===== config.mk =====
export PLATFORM = sky130hd
export DESIGN_NAME = ref_bank_loader_flat
export DESIGN_NICKNAME = d
export VERILOG_FILES = /design/src/rtl/ref_bank_loader_if.sv /design/src/rtl/ref_bank_loader.sv /design/src/flat_wrapper.sv
export SDC_FILE = /design/constraint.sdc
export NUM_CORES = 1
export LEC_CHECK = 0
export ABC_CLOCK_PERIOD_IN_PS = 4920
export CORE_MARGIN = 2
export CORE_UTILIZATION = 30
export CTS_CLUSTER_SIZE = 10
export DETAILED_ROUTE_END_ITERATION = 8
export PLACE_DENSITY = 0.61
export SLEW_MARGIN = 15
export SYNTH_ARGS = -nofsm -noshare
export SYNTH_HDL_FRONTEND = slang
export SYNTH_SLANG_ARGS = --single-unit

===== constraint.sdc =====
create_clock -name clk -period 4.92 [get_ports clk]
set_input_delay 1.476 -clock clk [delete_from_list [all_inputs] [get_ports clk]]
set_output_delay 1.476 -clock clk [all_outputs]
set_load 0.05 [all_outputs]

===== src/rtl/ref_bank_loader_if.sv =====
// Fetch-stream, bank-write and bank-status signals of the reference bank loader.
// master = fetch/search side that drives the loader, slave = the loader itself.
interface ref_bank_loader_if #(
    parameter int PIXEL  = 8,
    parameter int LANES  = 8,
    parameter int ADDR_W = 7
);
    logic                     start;
    logic [ADDR_W-1:0]        load_len;
    logic                     src_valid;
    logic [PIXEL*LANES-1:0]   src_data;
    logic                     src_ready;
    logic                     beg_en;
    logic [PIXEL*LANES-1:0]   ref_in;
    logic                     Bank_sel;
    logic [ADDR_W-1:0]        address;
    logic [1:0]               bank_release;
    logic [1:0]               bank_full;
    logic                     busy;
    logic                     done;

    modport master (
        output start, load_len, src_valid, src_data, bank_release,
        input  src_ready, beg_en, ref_in, Bank_sel, address, bank_full, busy, done
    );

    modport slave (
        input  start, load_len, src_valid, src_data, bank_release,
        output src_ready, beg_en, ref_in, Bank_sel, address, bank_full, busy, done
    );
endinterface


===== src/rtl/ref_bank_loader.sv =====
// Write-side controller for the ping-pong reference-pixel bank pair: streams fetch
// words into alternating banks and tracks which banks hold complete, unreleased loads.
module ref_bank_loader #(
    parameter int PIXEL  = 8,
    parameter int LANES  = 8,
    parameter int ADDR_W = 7
) (
    input  logic               clk,
    input  logic               rst_n,
    ref_bank_loader_if.slave   bus
);
    localparam int WORD_W = PIXEL * LANES;

    typedef enum logic [1:0] {
        IDLE      = 2'd0,
        WAIT_BANK = 2'd1,
        LOAD      = 2'd2,
        DONE      = 2'd3
    } state_t;

    state_t              state_reg;
    logic [ADDR_W-1:0]   len_reg;
    logic [ADDR_W-1:0]   cnt_reg;
    logic                wr_ptr_reg;
    logic                bank_sel_reg;
    logic                beg_en_reg;
    logic [WORD_W-1:0]   ref_in_reg;
    logic [ADDR_W-1:0]   address_reg;
    logic                done_reg;
    logic [1:0]          bank_full_reg;
    logic [1:0]          bank_full_next;
    logic [1:0]          set_bank;

    logic handshake;
    logic last_beat;

    assign handshake = bus.src_valid && (state_reg == LOAD);
    assign last_beat = handshake && (cnt_reg == len_reg);

    // Completion of a load sets its bank; a coincident release of that same bank loses.
    for (genvar gi = 0; gi < 2; gi++) begin : g_bank
        assign set_bank[gi]       = last_beat && (wr_ptr_reg == 1'(gi));
        assign bank_full_next[gi] = set_bank[gi] | (bank_full_reg[gi] & ~bus.bank_release[gi]);
    end

    always_ff @(posedge clk or negedge rst_n) begin
        if (!rst_n) begin
            bank_full_reg <= 2'b00;
        end else begin
            bank_full_reg <= bank_full_next;
        end
    end

    always_ff @(posedge clk or negedge rst_n) begin
        if (!rst_n) begin
            state_reg    <= IDLE;
            len_reg      <= '0;
            cnt_reg      <= '0;
            wr_ptr_reg   <= 1'b0;
            bank_sel_reg <= 1'b0;
            beg_en_reg   <= 1'b0;
            ref_in_reg   <= '0;
            address_reg  <= '0;
            done_reg     <= 1'b0;
        end else begin
            beg_en_reg <= 1'b0;
            done_reg   <= 1'b0;
            unique case (state_reg)
                IDLE: begin
                    if (bus.start) begin
                        len_reg   <= bus.load_len;
                        state_reg <= WAIT_BANK;
                    end
                end
                WAIT_BANK: begin
                    // Only the next bank in rotation is considered; no skipping ahead.
                    if (!bank_full_reg[wr_ptr_reg]) begin
                        bank_sel_reg <= wr_ptr_reg;
                        cnt_reg      <= '0;
                        state_reg    <= LOAD;
                    end
                end
                LOAD: begin
                    if (handshake) begin
                        beg_en_reg  <= 1'b1;
                        ref_in_reg  <= bus.src_data;
                        address_reg <= cnt_reg;
                        cnt_reg     <= cnt_reg + 1'b1;
                        if (last_beat) begin
                            done_reg   <= 1'b1;
                            wr_ptr_reg <= ~wr_ptr_reg;
                            state_reg  <= DONE;
                        end
                    end
                end
                DONE: begin
                    state_reg <= IDLE;
                end
                default: begin
                    state_reg <= IDLE;
                end
            endcase
        end
    end

    assign bus.src_ready = (state_reg == LOAD);
    assign bus.busy      = (state_reg != IDLE);
    assign bus.beg_en    = beg_en_reg;
    assign bus.ref_in    = ref_in_reg;
    assign bus.Bank_sel  = bank_sel_reg;
    assign bus.address   = address_reg;
    assign bus.bank_full = bank_full_reg;
    assign bus.done      = done_reg;

    a_no_write_full_bank: assert property (@(posedge clk) disable iff (!rst_n)
        (state_reg == LOAD) |-> !bank_full_reg[bank_sel_reg]);

    a_done_with_last_beat: assert property (@(posedge clk) disable iff (!rst_n)
        done_reg |-> beg_en_reg);

    a_address_in_range: assert property (@(posedge clk) disable iff (!rst_n)
        beg_en_reg |-> (address_reg <= len_reg));
endmodule

===== src/flat_wrapper.sv =====
// flat-port wrapper written by rule: the top's interface ports become plain ports
module ref_bank_loader_flat 
#(
    parameter int PIXEL  = 8,
    parameter int LANES  = 8,
    parameter int ADDR_W = 7
)
  (clk, rst_n, bus_start, bus_load_len, bus_src_valid, bus_src_data, bus_bank_release, bus_src_ready, bus_beg_en, bus_ref_in, bus_Bank_sel, bus_address, bus_bank_full, bus_busy, bus_done);
  ref_bank_loader_if #(.PIXEL(PIXEL), .LANES(LANES), .ADDR_W(ADDR_W)) bus_i ();
  input  logic clk;
  input  logic rst_n;
  input wire logic [$bits(bus_i.start)-1:0] bus_start;
  input wire logic [$bits(bus_i.load_len)-1:0] bus_load_len;
  input wire logic [$bits(bus_i.src_valid)-1:0] bus_src_valid;
  input wire logic [$bits(bus_i.src_data)-1:0] bus_src_data;
  input wire logic [$bits(bus_i.bank_release)-1:0] bus_bank_release;
  output wire logic [$bits(bus_i.src_ready)-1:0] bus_src_ready;
  output wire logic [$bits(bus_i.beg_en)-1:0] bus_beg_en;
  output wire logic [$bits(bus_i.ref_in)-1:0] bus_ref_in;
  output wire logic [$bits(bus_i.Bank_sel)-1:0] bus_Bank_sel;
  output wire logic [$bits(bus_i.address)-1:0] bus_address;
  output wire logic [$bits(bus_i.bank_full)-1:0] bus_bank_full;
  output wire logic [$bits(bus_i.busy)-1:0] bus_busy;
  output wire logic [$bits(bus_i.done)-1:0] bus_done;
  assign bus_i.start = bus_start;
  assign bus_i.load_len = bus_load_len;
  assign bus_i.src_valid = bus_src_valid;
  assign bus_i.src_data = bus_src_data;
  assign bus_i.bank_release = bus_bank_release;
  assign bus_src_ready = bus_i.src_ready;
  assign bus_beg_en = bus_i.beg_en;
  assign bus_ref_in = bus_i.ref_in;
  assign bus_Bank_sel = bus_i.Bank_sel;
  assign bus_address = bus_i.address;
  assign bus_bank_full = bus_i.bank_full;
  assign bus_busy = bus_i.busy;
  assign bus_done = bus_i.done;
  ref_bank_loader #(.PIXEL(PIXEL), .LANES(LANES), .ADDR_W(ADDR_W)) u_core (.clk(clk), .rst_n(rst_n), .bus(bus_i));
endmodule

Word level (Yosys, flattened, before mapping)
Cells that the tools add are included.
{ "classes": {"n_eq_ne": 8, "bitwise_logic": 8, "n_lt_le_gt_ge": 1, "reduce_logical": 13, "n_mux": 15, "add_sub_neg": 1} }
{ "ops": {"columns": ["cell", "count"], "rows": [
  ["2-to-1 mux 7 bit", 2],
  ["one-hot mux 7 bit (2 select lines)", 1],
  ["2-to-1 mux 2 bit", 4],
  ["one-hot mux 2 bit (4 select lines)", 1],
  ["adder 7 x 1 -> 7 bit, second input constant", 1],
  ["== test 7 bit", 1],
  ["2-to-1 mux 1 bit", 7],
  ["AND reduction 2 bit", 3],
  ["AND reduction 3 bit", 2],
  ["== test 2 bit, second input constant", 2],
  ["logical AND 1 bit", 4],
  ["!= test 2 x 1 -> 1 bit, second input constant", 2],
  ["!= test 2 bit, second input constant", 2],
  ["NOT 1 bit", 4],
  ["AND reduction 4 bit", 1],
  ["nonzero test 2 bit", 2],
  ["bitwise AND 1 bit", 2],
  ["== test 2 x 1 -> 1 bit, second input constant", 1],
  ["zero test 2 bit", 1],
  ["less-than comparator 1 x 2 -> 1 bit, second input constant", 1],
  ["OR 1 bit", 2]
]} }
{ "totals": {"input_bits": 77, "wordCells": 56, "out_inout_bits": 78, "reg_bits": 93} }

Logic depth before layout (Yosys ltp)
Gate-level depths: netlist of run 1.
{ "depth": {"ltp_word": 6, "mapped_depth": 9} }

Worst setup path before layout of run 1
OpenSTA, ideal clock, no wires.
{ "synth_path": {"path_type": "input to register", "start": "input port bus_src_valid", "end": "register u_core.cnt_reg[5]", "path_buffers": 0, "setup_ns": 0.077, "slack_ns": 2.254, "path_stages": 4, "arrival_time_ns": 2.589, "t_required_ns": 4.843, "cell_sequence": "and2b_2 -> a211o_1 -> or4_1 -> a21oi_1"} }
{ "synth_between": {"elab_chain_len": 3} }
{ "synth_lines": {"columns": ["item", "line", "source"], "rows": [
  ["start, declared", "flat_wrapper.sv:14", "input wire logic [$bits(bus_i.src_valid)-1:0] bus_src_valid;"],
  ["logical AND 1 bit", "ref_bank_loader.sv:37", "assign handshake = bus.src_valid && (state_reg == LOAD);"],
  ["!= test 2 x 1 -> 1 bit (no source line)", null, null],
  ["AND reduction 3 bit (no source line)", null, null],
  ["end signal, assigned", "ref_bank_loader.sv:88", "cnt_reg <= cnt_reg + 1'b1;"],
  ["end, declared", "ref_bank_loader.sv:23", "logic [ADDR_W-1:0] cnt_reg;"]
]} }
No other way between the ends.
A chain may end at the register's enable or synchronous reset.

Worst setup path after layout of run 1
{ "layout_path": {"start": "register u_core.state_reg[0]", "end": "output port bus_src_ready"} }
{ "layout_between": {"elab_chain_len": 1} }
{ "layout_lines": {"columns": ["item", "line", "source"], "rows": [
  ["start, declared", "ref_bank_loader.sv:21", "state_t state_reg;"],
  ["start signal, assigned", "ref_bank_loader.sv:56", "state_reg <= IDLE;"],
  ["start signal, assigned", "ref_bank_loader.sv:72", "state_reg <= WAIT_BANK;"],
  ["start signal, assigned", "ref_bank_loader.sv:80", "state_reg <= LOAD;"],
  ["== test 2 bit", "ref_bank_loader.sv:106", "assign bus.src_ready = (state_reg == LOAD);"],
  ["end, declared", "flat_wrapper.sv:17", "output wire logic [$bits(bus_i.src_ready)-1:0] bus_src_ready;"]
]} }
No other way between the ends.

==> metrics.txt, run 1 <==
status=finished, final reports clean; area occupied by multi-input gates=~1300 sq um; CP Class=reg -> out; crit path cell chain=inv_1 -> ha_1 -> clkdlybuf4s50_1; post-route cell area=5740 sq um; period utilization=a little under three quarters; clock root buffer=clkbuf_16; Worst path max stage delay=slightly below 900 ps; Remaining DRCs=0; height of the die=about 120 microns; CTS sink cnt=93; RSZ-0062 raised after global routing=false; Mapped Cells=around 250; area added between synthesis and finish=54.2%; R2R Setup Slk=between 2000 and 2500 ps; dpl cell area=about 5400 sq um; sequential cell area=~2300 sq um; vias in the first global route=~2700; Worst R2R Start=u_core.state_reg[0]; Total GRT Usage=between 10% and 20%; MaxCap Viol Count=0; Min-Delay Path Class=reg -> reg; leak pwr=between 2 and 2.5 nW; Min-Delay Path Depth=1; #FFs+latches synth=between 90 and 100; Final #Nets=between 400 and 500; reg-to-reg endpoint=u_core.state_reg[0]; Final Setup Violations=0; die area=~13000 sq um; Vias=between 2000 and 3000; core area=approximately 12000 sq um; Hold Crit Start=u_core.bus.ref_in[52]; post-route ant nets=0; Avg WL per Cell=14.6 microns; clk_skew=between 3 and 4 ps; hold buffers post-CTS=0; Hold EP=u_core.bus.ref_in[52]; max frequency=between 200 and 300 MHz; syn_area_per_cell=14.7 sq um; Yosys cell types=34; top cell type's share of synthesized area=between 60% and 70%; CP arrival=~2100 ps; initial cell density of the core=a little under a third; top_reg_cell synth=dfrtp_1; port bufs=154; Die W=between 100 and 150 microns; top-level port count=155; Slew Limit Fails=0; FILL cells=1126; total gr overflow=0; Tmin final=between 3000 and 4000 ps; final WL=~8.5 mm; H-Tree Depth=3; Peak VDD IR=between 0.3 and 0.4 mV; CTS max path bufs=2; placement row count=40; DR vias/cell=4.42; sequential area share after synthesis=a little over three fifths; max reg flops=64; TritonRoute pass-1 iters=4; starting DRC count in detailed routing=between 70 and 80; GP Congestion=0.703; first-pass GRT wire length=~13 mm; Setup TNS=0 ps; Post-Synthesis Cell Area=roughly 3700 sq um; fraction of registers with async set/reset=100%; CTS tree=built; post-synth net total=about 330; number of cells on the worst reg-to-reg path=7; Resized cells post-CTS=0; Startpoint Class=register; Pwr Density=between 700 and 800 nW/um^2; final hold violations=0; largest net degree at the start of global routing=75; initial antenna violation count=1; clk slew on worst S/H paths=approximately 60 ps; Worst EP required=3440 ps; largest area contributor in the netlist=dfrtp_1; share of cells above drive strength 1=about a quarter; CP max FO=9; EDFF count, synth=0; Critical-path top delay cell=clkdlybuf4s50_1; Post CTS Setup Buffer Count=0; Slew headroom=37.8%; Setup crit end kind=primary output; Detailed Place HPWL=6.23 mm; clock latency on the worst-skew pair=340 ps; Slew @ Worst Pin=934 ps; Num CTS Buffers=9; Yosys Warn Count=0; top cells by area, synth=dfrtp_1 (63%), mux2_2 (24%), xnor2_1 (1.9%), ha_1 (1.3%), inv_1 (1.1%); Hold WS=roughly 500 ps
-- logic make-up (layout without fill, tap and decap cells) --
kind of cell,after synthesis,in the layout,synth area share (%)
mux,80,80,24.3
other cells,0,1,0
simple gates,24,24,3.46
flops,93,93,62.6
buf+inv,21,183,2.62
fa+ha+maj,4,4,1.35
xor+xnor,8,8,1.88
compound gates,23,23,3.83
-- critical path, delay by kind of cell (launching register included) --
family	cells	cell delay [ps]
adder cells (fa/ha/maj)	1	320
buffers and inverters	2	990
flip-flops	1	410
-- layout by cell type (no fill, tap or decap), types with 2 or more instances in the layout --
master           netlist  layout
xnor2_1                8       8
clkbuf_16              0       9
mux2_2                78      78
nor2_1                 2       2
inv_1                 11      10
nand3_1                2       2
nand4_1                2       2
buf_4                  1       2
dfrtp_1               93      93
clkbuf_1               1       2
or3_1                  3       3
clkinv_2               0       2
o211ai_1               2       2
o22ai_1                2       2
a21oi_1                6       6
o21ai_0                7       7
clkdlybuf4s50_1        0     153
ha_1                   4       4
nand2_1                8       8
-- power breakdown --
part	leakage [nW]	total, W	switching, W	internal (W)
clock	0.143	0.000679	0.000273	0.000406
combinational	1.08	0.00244	0.00150	0.000943
sequential	1.14	0.00130	0.000194	0.00111
total	2.36	0.00442	0.00196	0.00246
-- cells in the mapped netlist (2+ instances only) --
master	n
dfrtp_1	93
mux2_2	78
inv_1	11
nand2_1	8
xnor2_1	8
o21ai_0	7
a21oi_1	6
buf_2	6
ha_1	4
or3_1	3
nand3_1	2
nand4_1	2
nor2_1	2
o211ai_1	2
o22ai_1	2
-- how the worst max path moves through the flow --
stage / cells after the start / endpoint / slack (ps) / from
after global placement: 5 / u_core.bus.ref_in[15] / 1340 / bus_src_valid
after CTS: 3 / bus_src_ready / 1370 / u_core.state_reg[0]
after detailed placement: 6 / u_core.state_reg[1] / 1300 / bus_src_valid
after floorplan: 4 / u_core.cnt_reg[5] / 2250 / bus_src_valid
final: 3 / bus_src_ready / 1390 / u_core.state_reg[0]
after global routing: 3 / bus_src_ready / 1260 / u_core.state_reg[0]
-- per-stage QoR --
stage / utilization, % / power, W / std cells / setup WS (ps)
final: 47.6 / 0.00442 / 584 / 1390
after global routing: 47.5 / 0.00466 / 583 / 1260
after CTS: 47.5 / 0.00449 / 583 / 1370
after detailed placement: 45.1 / 0.00379 / 567 / 1300
after global placement: 45.1 / 0.00374 / 567 / 1340
after floorplan: - / 0.00296 / 253 / 2250
-- area by class of cell --
type,count,area share [%]
clock inverter,4,0.829
clock buffer,12,4.30
multi-input combinational,139,22.6
tap,168,3.66
antenna,1,0.0436
timing repair buffer,156,27.3
inverter,11,0.720
sequential,93,40.6
-- per-layer routing --
metal  global-route usage, %  wire, microns
met5                       0              0
met4                    5.30            142
met3                    4.43            648
met2                    21.1           4110
met1                    15.7           3610
(Power assumes the default switching activity.)
==> run 2: changes to the inputs <==
Settings changed: ABC_CLOCK_PERIOD_IN_PS 4920 to 2860, PLACE_DENSITY 0.61 to 0.63.
Clock period 4.92 ns to 2.86 ns, I/O delays scaled along.
==> run 2 against run 1 <==
Net effect: total power is 73% higher; largest power group unchanged; clock power is 77% higher; largest cell class unchanged; core utilization is 0.29 points higher; via count is 2.0% higher; non-clock buffer count is 2 higher.
==> metrics.txt, run 2 (synthesis results as in run 1) <==
status=finished, final reports clean; MaxCap Viol Count=0 (unchanged); Min-Delay Path Class=reg -> reg; CP max FO=4 (-5); final WL=8.27 mm (-2.8%); first-pass GRT wire length=13.2 mm (-0.88%); die area=13300 sq um (unchanged); Vias=2630 (+2.0%); GP Congestion=0.760 (+8.2%); area occupied by multi-input gates=1290 sq um (unchanged); vias in the first global route=2666 (-0.26%); Setup crit end kind=primary output; R2R Setup Slk=630 ps (-1810 ps); clock latency on the worst-skew pair=340 ps (about the same); hold buffers post-CTS=0 (unchanged); Post CTS Setup Buffer Count=0 (unchanged); Critical-path top delay cell=clkdlybuf4s50_1; CTS max path bufs=2 (unchanged); most frequent cells in the layout=clkdlybuf4s50_1 (151), dfrtp_1 (93), mux2_2 (78); Worst path max stage delay=830 ps (-50 ps); post-route ant nets=0 (unchanged); port bufs=154 (unchanged); Slew headroom=61.3% (+24 points); Worst EP required=2000 ps (-1440 ps); Startpoint Class=register; CP Class=reg -> out; Pwr Density=1320 nW/um^2 (+72%); DR vias/cell=4.50 (+1.8%); Avg WL per Cell=14.1 microns (-3.0%); ANT cells=0 (-1); max frequency=412 MHz; placement row count=40 (unchanged); height of the die=115 microns (unchanged); leak pwr=2.39 nW (+1.2%); Slew @ Worst Pin=576 ps (-358 ps); total gr overflow=0 (unchanged); initial cell density of the core=30.8% (unchanged); Tmin final=2430 ps; clk slew on worst S/H paths=60 ps (about the same); CP Buf/Inv Count=1 (-1); H-Tree Depth=3 (unchanged); largest net degree at the start of global routing=52 (-31%); CTS sink cnt=93 (unchanged); crit path cell chain=clkdlybuf4s50_1; initial antenna violation count=0 (-1); FILL cells=1106 (-1.8%); clk_skew=11.4 ps (+7.48 ps); commonest non-fill, non-tap cell in the layout=clkdlybuf4s50_1; RSZ-0062 raised after global routing=false; CTS tree=built; final hold violations=0 (unchanged); starting DRC count in detailed routing=113 (+43%); Final Setup Violations=0 (unchanged); area added between synthesis and finish=55.2%; period utilization=approximately 85%; top-level port count=155 (unchanged); Num CTS Buffers=9 (unchanged); share of cells above drive strength 1=24.7% (+0.60 points); Worst R2R Start=u_core.state_reg[0]; utilization after layout=47.9% (+0.29 points); CP top delay family=buffers and inverters; Hold Crit Start=u_core.bus.ref_in[7]; Final #Nets=493 (+0.41%); Setup TNS=0 ps (unchanged); clock root buffer=clkbuf_16; TritonRoute pass-1 iters=4 (unchanged); Remaining DRCs=0 (unchanged); CP Launch Point=u_core.bus.bank_full[0]; Slew Limit Fails=0 (unchanged); core area=12100 sq um (unchanged); Total GRT Usage=12.8% (-0.16 points); max reg flops=64 (unchanged); Detailed Place HPWL=6.09 mm (-2.2%); Peak VDD IR=0.544 mV (+80%); Die W=115 microns (unchanged); CP arrival=1570 ps (-480 ps); sequential cell area=2330 sq um (unchanged)
## run 2: final cells by class
class	instances	area share, %
clock inverters	3	0.759
repair buffers	158	27.6
clock buffers	13	4.51
multi-input cells	139	22.4
well taps	168	3.64
inverters	11	0.715
flip-flops and latches	93	40.3
## run 2: worst paths after layout
check / end / depth (start not counted)
min in group asynchronous: u_core.bus.ref_in[41] / 1
max: bus_bank_full[0] / 1
min: u_core.bus.ref_in[7] / 1
max in group asynchronous: u_core.len_reg[2] / 2
min reg2reg: u_core.bus.ref_in[7] / 1
max reg2reg: u_core.cnt_reg[5] / 6
## run 2: repair_timing
action | CTS | global route
resized for setup | 0 | 1
endpoints found under the setup margin | 0 | 1
endpoints found under the hold margin | 0 | 0
## run 2: worst reg2reg max path, cell delays in order, from the launching register on
cell and delay (ps):
dfrtp_1 390, inv_1 90, ha_1 320, and2b_2 250, a211o_1 400, or4_1 540, a21oi_1 170
## run 2: stage by stage
step	total power, W	setup slack [ps]	hold WS, ps	instances	cell area (sq um)
3_5_place_dp	0.00651	104	494	569	5470
4_1_cts	0.00774	48.7	508	585	5770
3_3_place_gp	0.00643	152	488	569	5470
5_1_grt	0.00802	377	513	585	5770
2_1_floorplan	0.00509	487	501	253	3720
6_report	0.00763	431	502	585	5770
## run 2: where the power goes
part | switching (W) | total (W) | internal [W]
Combinational | 0.00257 | 0.00420 | 0.00163
Clock | 0.000473 | 0.00120 | 0.000726
Sequential | 0.000324 | 0.00223 | 0.00191
## run 2: metal layers
metal	track usage (%)	vias to the layer above	wire, microns
li1	-	1214	-
met1	15.9	1308	3570
met2	20.2	97	3890
met3	4.11	11	650
met4	6.18	0	165
met5	0	-	0
